--- src/rtl/mips_pipe_pkg.sv ---
// Shared types and constants for the MIPS pipeline hazard scoreboard.
// Optional feature macro: MIPS_PIPE_FWD_EN (operand forwarding).
package mips_pipe_pkg;

  // Widest register number the entry type can hold; narrower RW zero-extends.
  localparam int unsigned RW_MAX   = 8;
  localparam int unsigned REG_ZERO = 0;

  // Forward-select encoding: 0 = register file, k+1 = result held in entry k.
  localparam int unsigned FWD_RF   = 0;

  typedef struct packed {
    logic              valid;
    logic              we;
    logic              load;
    logic [RW_MAX-1:0] dst;
  } sb_entry_t;

  localparam sb_entry_t SB_BUBBLE = '0;

  function automatic int unsigned fsw_of(input int unsigned depth);
    return $clog2(depth + 1);
  endfunction

  function automatic int unsigned fwd_sel_of(input int unsigned k);
    return k + 1;
  endfunction

endpackage

--- src/rtl/pipe_scoreboard_if.sv ---
// ID-stage <-> scoreboard signal bundle.
// master: pipeline/ID side, slave: scoreboard.
interface pipe_scoreboard_if #(
  parameter int unsigned RW  = 5,
  parameter int unsigned SCW = 16,
  parameter int unsigned FSW = 2
);
  logic          id_valid;
  logic [RW-1:0] id_rs;
  logic [RW-1:0] id_rt;
  logic          id_rs_used;
  logic          id_rt_used;
  logic [RW-1:0] id_dst;
  logic          id_we;
  logic          id_load;
  logic          flush;

  logic           stall;
  logic           issue;
  logic [FSW-1:0] fwd_a_sel;
  logic [FSW-1:0] fwd_b_sel;
  logic [SCW-1:0] stall_cnt;

  modport master (
    output id_valid, id_rs, id_rt, id_rs_used, id_rt_used,
           id_dst, id_we, id_load, flush,
    input  stall, issue, fwd_a_sel, fwd_b_sel, stall_cnt
  );

  modport slave (
    input  id_valid, id_rs, id_rt, id_rs_used, id_rt_used,
           id_dst, id_we, id_load, flush,
    output stall, issue, fwd_a_sel, fwd_b_sel, stall_cnt
  );
endinterface

--- src/rtl/sb_match_prio.sv ---
// Priority search of scoreboard entries for one source register.
// Reports the youngest (lowest-index) matching writer and whether it is a load.
module sb_match_prio
  import mips_pipe_pkg::*;
#(
  parameter int unsigned RW    = 5,
  parameter int unsigned DEPTH = 3,
  parameter int unsigned FSW   = 2
) (
  input  sb_entry_t [DEPTH-1:0] entries,
  input  logic [RW-1:0]         src,
  input  logic                  src_used,
  output logic                  hit,
  output logic [FSW-1:0]        k,
  output logic                  is_load
);

  logic [DEPTH-1:0] match;

  // Per-entry match; register zero never creates a dependency.
  always_comb begin
    match = '0;
    for (int unsigned i = 0; i < DEPTH; i++) begin
      match[i] = entries[i].valid && entries[i].we &&
                 (entries[i].dst == RW_MAX'(src)) &&
                 (src != RW'(REG_ZERO)) && src_used;
    end
  end

  // Lowest matching index wins; older writers of the same register are shadowed.
  always_comb begin
    hit     = 1'b0;
    k       = '0;
    is_load = 1'b0;
    for (int unsigned i = 0; i < DEPTH; i++) begin
      if (match[i] && !hit) begin
        hit     = 1'b1;
        k       = FSW'(i);
        is_load = entries[i].load;
      end
    end
  end

endmodule

--- src/rtl/pipe_scoreboard.sv ---
// Hazard/forwarding scoreboard for the 5-stage MIPS pipeline.
// Tracks destinations of in-flight instructions (entry 0 = EX .. DEPTH-1 = WB),
// decides stall/issue for the ID instruction and drives EX operand selects.
// Optional feature macro: MIPS_PIPE_FWD_EN (forwarding; only load-use stalls).
module pipe_scoreboard
  import mips_pipe_pkg::*;
#(
  parameter int unsigned RW         = 5,
  parameter int unsigned DEPTH      = 3,
  parameter int unsigned LOAD_LAT   = 1,
  parameter int unsigned FLUSH_KILL = 1,
  parameter int unsigned SCW        = 16
) (
  input  logic             clk,
  input  logic             rst,
  pipe_scoreboard_if.slave sb
);

  localparam int unsigned FSW = fsw_of(DEPTH);

`ifdef MIPS_PIPE_FWD_EN
  localparam bit FWD_EN = 1'b1;
`else
  localparam bit FWD_EN = 1'b0;
`endif

  sb_entry_t [DEPTH-1:0] ent;
  sb_entry_t             id_entry;

  logic           hit_a, hit_b;
  logic           ld_a, ld_b;
  logic [FSW-1:0] k_a, k_b;
  logic           haz_a, haz_b, hazard;

  sb_match_prio #(.RW(RW), .DEPTH(DEPTH), .FSW(FSW)) u_match_a (
    .entries  (ent),
    .src      (sb.id_rs),
    .src_used (sb.id_rs_used),
    .hit      (hit_a),
    .k        (k_a),
    .is_load  (ld_a)
  );

  sb_match_prio #(.RW(RW), .DEPTH(DEPTH), .FSW(FSW)) u_match_b (
    .entries  (ent),
    .src      (sb.id_rt),
    .src_used (sb.id_rt_used),
    .hit      (hit_b),
    .k        (k_b),
    .is_load  (ld_b)
  );

  // Hazard and operand select: with forwarding only a load still short of its
  // data blocks; without it any in-flight writer blocks until it retires.
  always_comb begin
    if (FWD_EN) begin
      haz_a        = hit_a && ld_a && (32'(k_a) < LOAD_LAT);
      haz_b        = hit_b && ld_b && (32'(k_b) < LOAD_LAT);
      sb.fwd_a_sel = hit_a ? FSW'(fwd_sel_of(32'(k_a))) : FSW'(FWD_RF);
      sb.fwd_b_sel = hit_b ? FSW'(fwd_sel_of(32'(k_b))) : FSW'(FWD_RF);
    end else begin
      haz_a        = hit_a;
      haz_b        = hit_b;
      sb.fwd_a_sel = FSW'(FWD_RF);
      sb.fwd_b_sel = FSW'(FWD_RF);
    end
    hazard = haz_a || haz_b;
  end

  // Flush outranks stall: a killed ID instruction neither waits nor issues.
  always_comb begin
    sb.stall = sb.id_valid && hazard && !sb.flush;
    sb.issue = sb.id_valid && !hazard && !sb.flush;
  end

  // Entry image of the ID instruction, zero-extended to the stored width.
  always_comb begin
    id_entry       = SB_BUBBLE;
    id_entry.valid = 1'b1;
    id_entry.we    = sb.id_we;
    id_entry.load  = sb.id_load;
    id_entry.dst   = RW_MAX'(sb.id_dst);
  end

  // Entry shift register; younger entries are killed on flush as they advance.
  always_ff @(posedge clk) begin
    if (rst) begin
      ent <= '0;
    end else begin
      for (int unsigned i = 1; i < DEPTH; i++) begin
        ent[i] <= ent[i-1];
        if (sb.flush && ((i - 1) < FLUSH_KILL)) begin
          ent[i].valid <= 1'b0;
        end
      end
      ent[0] <= sb.issue ? id_entry : SB_BUBBLE;
    end
  end

  // Saturating stall-cycle counter.
  always_ff @(posedge clk) begin
    if (rst) begin
      sb.stall_cnt <= '0;
    end else if (sb.stall && (sb.stall_cnt != '1)) begin
      sb.stall_cnt <= sb.stall_cnt + 1'b1;
    end
  end

endmodule

--- src/flat_wrapper.sv ---
// flat-port wrapper written by rule: the top's interface ports become plain ports
module pipe_scoreboard_flat import mips_pipe_pkg::*;
#(
  parameter int unsigned RW         = 5,
  parameter int unsigned DEPTH      = 3,
  parameter int unsigned LOAD_LAT   = 1,
  parameter int unsigned FLUSH_KILL = 1,
  parameter int unsigned SCW        = 16
)
  (clk, rst, sb_id_valid, sb_id_rs, sb_id_rt, sb_id_rs_used, sb_id_rt_used, sb_id_dst, sb_id_we, sb_id_load, sb_flush, sb_stall, sb_issue, sb_fwd_a_sel, sb_fwd_b_sel, sb_stall_cnt);
  pipe_scoreboard_if #(.RW(RW), .SCW(SCW), .FSW((fsw_of(DEPTH)))) sb_i ();
  input  logic clk;
  input  logic rst;
  input wire logic [$bits(sb_i.id_valid)-1:0] sb_id_valid;
  input wire logic [$bits(sb_i.id_rs)-1:0] sb_id_rs;
  input wire logic [$bits(sb_i.id_rt)-1:0] sb_id_rt;
  input wire logic [$bits(sb_i.id_rs_used)-1:0] sb_id_rs_used;
  input wire logic [$bits(sb_i.id_rt_used)-1:0] sb_id_rt_used;
  input wire logic [$bits(sb_i.id_dst)-1:0] sb_id_dst;
  input wire logic [$bits(sb_i.id_we)-1:0] sb_id_we;
  input wire logic [$bits(sb_i.id_load)-1:0] sb_id_load;
  input wire logic [$bits(sb_i.flush)-1:0] sb_flush;
  output wire logic [$bits(sb_i.stall)-1:0] sb_stall;
  output wire logic [$bits(sb_i.issue)-1:0] sb_issue;
  output wire logic [$bits(sb_i.fwd_a_sel)-1:0] sb_fwd_a_sel;
  output wire logic [$bits(sb_i.fwd_b_sel)-1:0] sb_fwd_b_sel;
  output wire logic [$bits(sb_i.stall_cnt)-1:0] sb_stall_cnt;
  assign sb_i.id_valid = sb_id_valid;
  assign sb_i.id_rs = sb_id_rs;
  assign sb_i.id_rt = sb_id_rt;
  assign sb_i.id_rs_used = sb_id_rs_used;
  assign sb_i.id_rt_used = sb_id_rt_used;
  assign sb_i.id_dst = sb_id_dst;
  assign sb_i.id_we = sb_id_we;
  assign sb_i.id_load = sb_id_load;
  assign sb_i.flush = sb_flush;
  assign sb_stall = sb_i.stall;
  assign sb_issue = sb_i.issue;
  assign sb_fwd_a_sel = sb_i.fwd_a_sel;
  assign sb_fwd_b_sel = sb_i.fwd_b_sel;
  assign sb_stall_cnt = sb_i.stall_cnt;
  pipe_scoreboard #(.RW(RW), .DEPTH(DEPTH), .LOAD_LAT(LOAD_LAT), .FLUSH_KILL(FLUSH_KILL), .SCW(SCW)) u_core (.clk(clk), .rst(rst), .sb(sb_i));
endmodule
--- config.mk ---
export PLATFORM = sky130hd
export DESIGN_NAME = pipe_scoreboard_flat
export DESIGN_NICKNAME = d
export VERILOG_FILES = /design/src/rtl/mips_pipe_pkg.sv /design/src/rtl/pipe_scoreboard_if.sv /design/src/rtl/sb_match_prio.sv /design/src/rtl/pipe_scoreboard.sv /design/src/flat_wrapper.sv
export SDC_FILE = /design/constraint.sdc
export NUM_CORES = 1
export LEC_CHECK = 0
export CORE_UTILIZATION = 52
export DETAILED_ROUTE_END_ITERATION = 7
export MAX_ROUTING_LAYER = met4
export PLACE_DENSITY = 0.87
export SETUP_SLACK_MARGIN = 0.4
export SYNTH_ARGS = -nofsm -noshare
export SYNTH_HDL_FRONTEND = slang
export SYNTH_SLANG_ARGS = --single-unit
--- constraint.sdc ---
create_clock -name clk -period 4.1 [get_ports clk]
set_input_delay 1.23 -clock clk [delete_from_list [all_inputs] [get_ports clk]]
set_output_delay 1.23 -clock clk [all_outputs]
set_load 0.005 [all_outputs]
# == Word-level counts from Yosys, hierarchy flattened ==
# Cells that the tools add are included.
# classes
add_sub_neg,1
n_eq_ne,7
mux,7
bitwise,1
reduce_logical,41
# ops
cell,n
$eq A8 B5 Y1,6
$logic_and A1 B1 Y1,30
$add A16 B1 Y16 const B,1
$ne A16 B16 Y1 const B,1
$mux W11,1
$reduce_bool A5 Y1,2
$logic_not A1 Y1,6
$mux W1,6
$reduce_or A2 Y1,2
$logic_or A1 B1 Y1,1
$not A1 Y1,1
# totals
regBits,46
in_bits,23
out_inout_bits,22
elab_cells,68

# == Logic depth before layout (Yosys ltp) ==
# depth
depth_word,17
mapped_depth,9
mapped_depth_nobuf,8

# == Cells and area by module ==
# A second synthesis with hierarchy kept.
# hier_totals
cells_unflattened,239
area_unflattened_um2,2144.6
# modules_own_cells
mod,n_inst,cells_each,area_each_um2,seq_area_each_um2
pipe_scoreboard,1,157,1508.9,800.8
sb_match_prio,2,41,317.8,0.0

# == Least setup slack after synthesis ==
# Ideal clock, no wire load.
# synth_path
path_kind,input to output
from,input port sb_id_rs[4]
to,output port sb_stall
arrival_ns,2.279
t_required_ns,2.870
path_slack_ns,0.591
cell_stages,6
path_buffers,0
cell_sequence,xor2_1 nor4_2 nand4_1 a31oi_4 nor2_1 nor2_1
# synth_between
elab_chain_len,14
word_cells_on_any_way,23
classes_between,eq/ne: 3; mux: 3; reduce/logical: 17
# synth_lines
item,line,source
"start, declared",flat_wrapper.sv:15,input wire logic [$bits(sb_i.id_rs)-1:0] sb_id_rs;
$eq A8 B5 Y1,sb_match_prio.sv:25,(entries[i].dst == RW_MAX'(src)) &&
$logic_and A1 B1 Y1,sb_match_prio.sv:24,match[i] = entries[i].valid && entries[i].we &&
$logic_and A1 B1 Y1,sb_match_prio.sv:25,
$logic_and A1 B1 Y1,sb_match_prio.sv:26,(src != RW'(REG_ZERO)) && src_used;
$mux W1,sb_match_prio.sv:36,if (match[i] && !hit) begin
$logic_not A1 Y1,sb_match_prio.sv:36,
$logic_and A1 B1 Y1,sb_match_prio.sv:36,
$mux W1,sb_match_prio.sv:36,
$logic_not A1 Y1,sb_match_prio.sv:36,
$logic_and A1 B1 Y1,sb_match_prio.sv:36,
$mux W1 (*),sb_match_prio.sv:36,
$logic_or A1 B1 Y1 (*),pipe_scoreboard.sv:67,hazard = haz_a || haz_b;
$logic_and A1 B1 Y1 (*) (2 in series),pipe_scoreboard.sv:72,sb.stall = sb.id_valid && hazard && !sb.flush;
"end, declared",flat_wrapper.sv:23,output wire logic [$bits(sb_i.stall)-1:0] sb_stall;
# Mark *: on every way between the ends. The rest lies on a longest branch, timed or not.

# == Worst setup path after layout ==
# layout_path
from,input port sb_id_rt[0]
to,output port sb_issue
# layout_between
elab_chain_len,15
word_cells_on_any_way,24
classes_between,eq/ne: 3; mux: 3; reduce/logical: 18
# layout_lines
item,line,source
"start, declared",flat_wrapper.sv:16,input wire logic [$bits(sb_i.id_rt)-1:0] sb_id_rt;
$eq A8 B5 Y1,sb_match_prio.sv:25,
$logic_and A1 B1 Y1,sb_match_prio.sv:24,
$logic_and A1 B1 Y1,sb_match_prio.sv:25,
$logic_and A1 B1 Y1,sb_match_prio.sv:26,
$mux W1,sb_match_prio.sv:36,
$logic_not A1 Y1,sb_match_prio.sv:36,
$logic_and A1 B1 Y1,sb_match_prio.sv:36,
$mux W1,sb_match_prio.sv:36,
$logic_not A1 Y1,sb_match_prio.sv:36,
$logic_and A1 B1 Y1,sb_match_prio.sv:36,
$mux W1 (*),sb_match_prio.sv:36,
$logic_or A1 B1 Y1 (*),pipe_scoreboard.sv:67,
$logic_not A1 Y1 (*),pipe_scoreboard.sv:73,sb.issue = sb.id_valid && !hazard && !sb.flush;
$logic_and A1 B1 Y1 (*) (2 in series),pipe_scoreboard.sv:73,
"end, declared",flat_wrapper.sv:24,output wire logic [$bits(sb_i.issue)-1:0] sb_issue;
# Marked as above.

==> results.sh <==
export IMPL_rsz0062_at_grt="true"
export IMPL_std_cell_rows=21
export IMPL_synth_compound_area_share_pct=11.7
export IMPL_vdd_ir_drop_max_v=0.000220
export IMPL_critPathMaxFanout=3
export IMPL_syn_area_um2=1830
export IMPL_die_x_um=61.3
export IMPL_cts_root_buf="clkbuf_4"
export IMPL_synthCells=195
export IMPL_synth_xor_area_share_pct=16.8
export IMPL_fin_worst_skew_ps=17.0
export IMPL_gp_congestion=0.808
export IMPL_htreeDepth=2
export IMPL_ant_nets=0
export IMPL_fin_cells=291
export IMPL_via_per_inst=5.42
export IMPL_num_vias=1577
export IMPL_max_cap_viol_count=0
export IMPL_clock_latency_ps=360
export IMPL_worstMarginPinSlew_ps=584
export IMPL_gr_usage_met1_pct=33.2
export IMPL_synth_cell_type_count=32
export IMPL_total_power_mw=0.644
export IMPL_io_buffers=39
export IMPL_avgSynthCellArea_um2=9.37
export IMPL_cts_clk_slew_worst_paths_ps=110
export IMPL_dr_pass1_iters=4
export IMPL_hold_viol_final=0
export IMPL_synth_adder_area_share_pct=0.685
export IMPL_start_util_pct=54.3
export IMPL_layout_nets=269
export IMPL_cp_start_kind="input pin"
export IMPL_overflow=0
export IMPL_drt_iter0_drc=65
export IMPL_fin_crit_ps=3880
export IMPL_area_growth_pct=33.6
export IMPL_final_cell_mix="37 x dfxtp_1, 27 x clkdlybuf4s50_1, 24 x xor2_1, 14 x nor2b_1, 13 x buf_4"
export IMPL_die_area_um2=3750
export IMPL_finalMaxSlewViolations=0
export IMPL_dp_cells=281
export IMPL_slew_headroom_pct=60.9
export IMPL_min_path_type="register to register"
export IMPL_antenna_cells=0
export IMPL_grt_max_degree=18
export IMPL_ys_warn_count=0
export IMPL_place_area_um2=2280
export IMPL_total_leakage_power_nw=0.912
export IMPL_final_common_cell="dfxtp_1"
export IMPL_endpoint_kind="primary output"
export IMPL_dp_hpwl_um=2970
export IMPL_clock_path_buffers=2
export IMPL_ys_seq_area_share_pct=40.5
export IMPL_synth_seq_cells=37
export IMPL_clock_sinks=37
export IMPL_grt_first_pass_wirelength_um=6310
export IMPL_muxShareOfSynthArea_pct=0.548
export IMPL_cts_tree="yes"
export IMPL_outcome="finished clean"
export IMPL_fin_crit_sh_pct=94.6
export IMPL_synth_simple_gate_area_share_pct=25.2
export IMPL_grt_usage_pct=24.7
export IMPL_cp_required_ps=2870
export IMPL_path_class="input pin to primary output"
export IMPL_grt_util_met2_pct=35.6
export IMPL_ios=45
export IMPL_max_freq_mhz=258
export IMPL_die_h_um=61.3
export IMPL_synth_top_family_by_area="simple AND/OR/NAND/NOR gates"
export IMPL_postLayoutCoreUtil_pct=72.5
export IMPL_busiest_layer="met2"
export IMPL_coreArea_um2=3360
export IMPL_layout_drive_gt1_share_pct=21.2
export IMPL_wl_per_cell_um=15.6
export IMPL_cts_buffers=5
export IMPL_hold_ws_ps=480
export IMPL_final_area_um2=2440
export IMPL_finalWirelength_um=4540
export IMPL_critPathArrivalTime_ps=2650
export IMPL_antenna_found_initial=0
export IMPL_use_met3_pct=5.67
export IMPL_powerDensity_nw_per_um2=264
export IMPL_setup_violations=0
export IMPL_first_global_vias=1339
export IMPL_drc=0
## worst paths after layout
| check | start | end | slack [ps] | cells past startpoint |
|---|---|---|---|---|
| setup / recovery | sb_id_rt[0] | sb_issue | 220 | 8 |
| hold / removal | u_core.ent[9] | u_core.ent[20] | 480 | 1 |
| hold reg to reg | u_core.ent[9] | u_core.ent[20] | 480 | 1 |
| setup reg to reg | u_core.ent[4] | u_core.sb.stall_cnt[10] | 1660 | 9 |
## cells by family after synthesis
family	after synthesis
and+or+nand+nor	78
DFF	37
xor gates and xnor gates	35
AOI/OAI and AO/OA	29
buffers and inverters	13
adders and majority gates	1
other	1
muxes	1
## cell usage after synthesis
master,count,area [µm²]
and4_1,1,8.76
nand2_1,8,30.0
buf_6,2,22.5
nand4_1,9,56.3
nor3_1,2,10.0
nor4_2,2,25.0
or3_1,2,12.5
o21ai_1,5,25.0
clkbuf_1,5,18.8
or4_1,10,75.1
and3_1,3,18.8
mux2i_1,1,10.0
a31oi_4,2,42.5
inv_1,2,7.51
xnor2_1,6,52.6
ha_1,1,12.5
xor2_1,29,254
o211ai_1,3,22.5
o31ai_1,7,52.6
buf_4,4,30.0
dfxtp_1,37,741
nor4_1,4,25.0
nor2_1,12,45.0
a21oi_1,9,45.0
or2_2,1,6.26
and2_1,7,43.8
o21ai_2,2,17.5
nand3_1,2,10.0
conb_1,1,3.75
nand2b_1,1,6.26
nor2b_1,14,87.6
a21oi_2,1,8.76
## critical path, stage by stage
cell,delay (ps)
buf_4,130
xor2_1,150
nor4_2,290
nand4_1,220
a31oi_4,300
buf_4,150
nor3_2,40
buf_2,120
## layout make-up
type / instances / area, µm²
clock buffer: 7 / 55.1
fill: 268 / 923
inverter: 2 / 7.51
multi-input combinational: 148 / 1110
sequential: 37 / 741
tap: 46 / 57.6
timing repair buffer: 51 / 472
## layer usage
layer / vias up / part of all wire [%]
met3: 9 / 5.2
met5: - / 0
met1: 733 / 45
li1: 780 / -
met2: 55 / 48
met4: 0 / 2.0
## sequential cells by signal, indices dropped and copies added, names as in the netlist
signal and cells:
u_core.ent 21, u_core.sb.stall_cnt 16
## timing repair
item,CTS,global route
endpoints found under the setup margin,2,2
hold endpoints to repair,0,0
hold buffers,0,0
pin swaps,18,16
setup buffers,1,2
resized for setup,62,19
## per-stage QoR
stage	setup WS, ps	setup TNS, ps
after floorplan	591	0
after global placement	-522	-1030
after detailed placement	-580	-1060
after CTS	314	0
after global routing	163	0
final	223	0
## power by group
group / internal (mW) / switching [mW] / leakage [nW]
combinational: 0.0388 / 0.0352 / 0.581
sequential: 0.363 / 0.00408 / 0.299
clock: 0.0809 / 0.122 / 0.0314
total: 0.483 / 0.161 / 0.912
No activity file was read; power rests on OpenSTA's default activity.
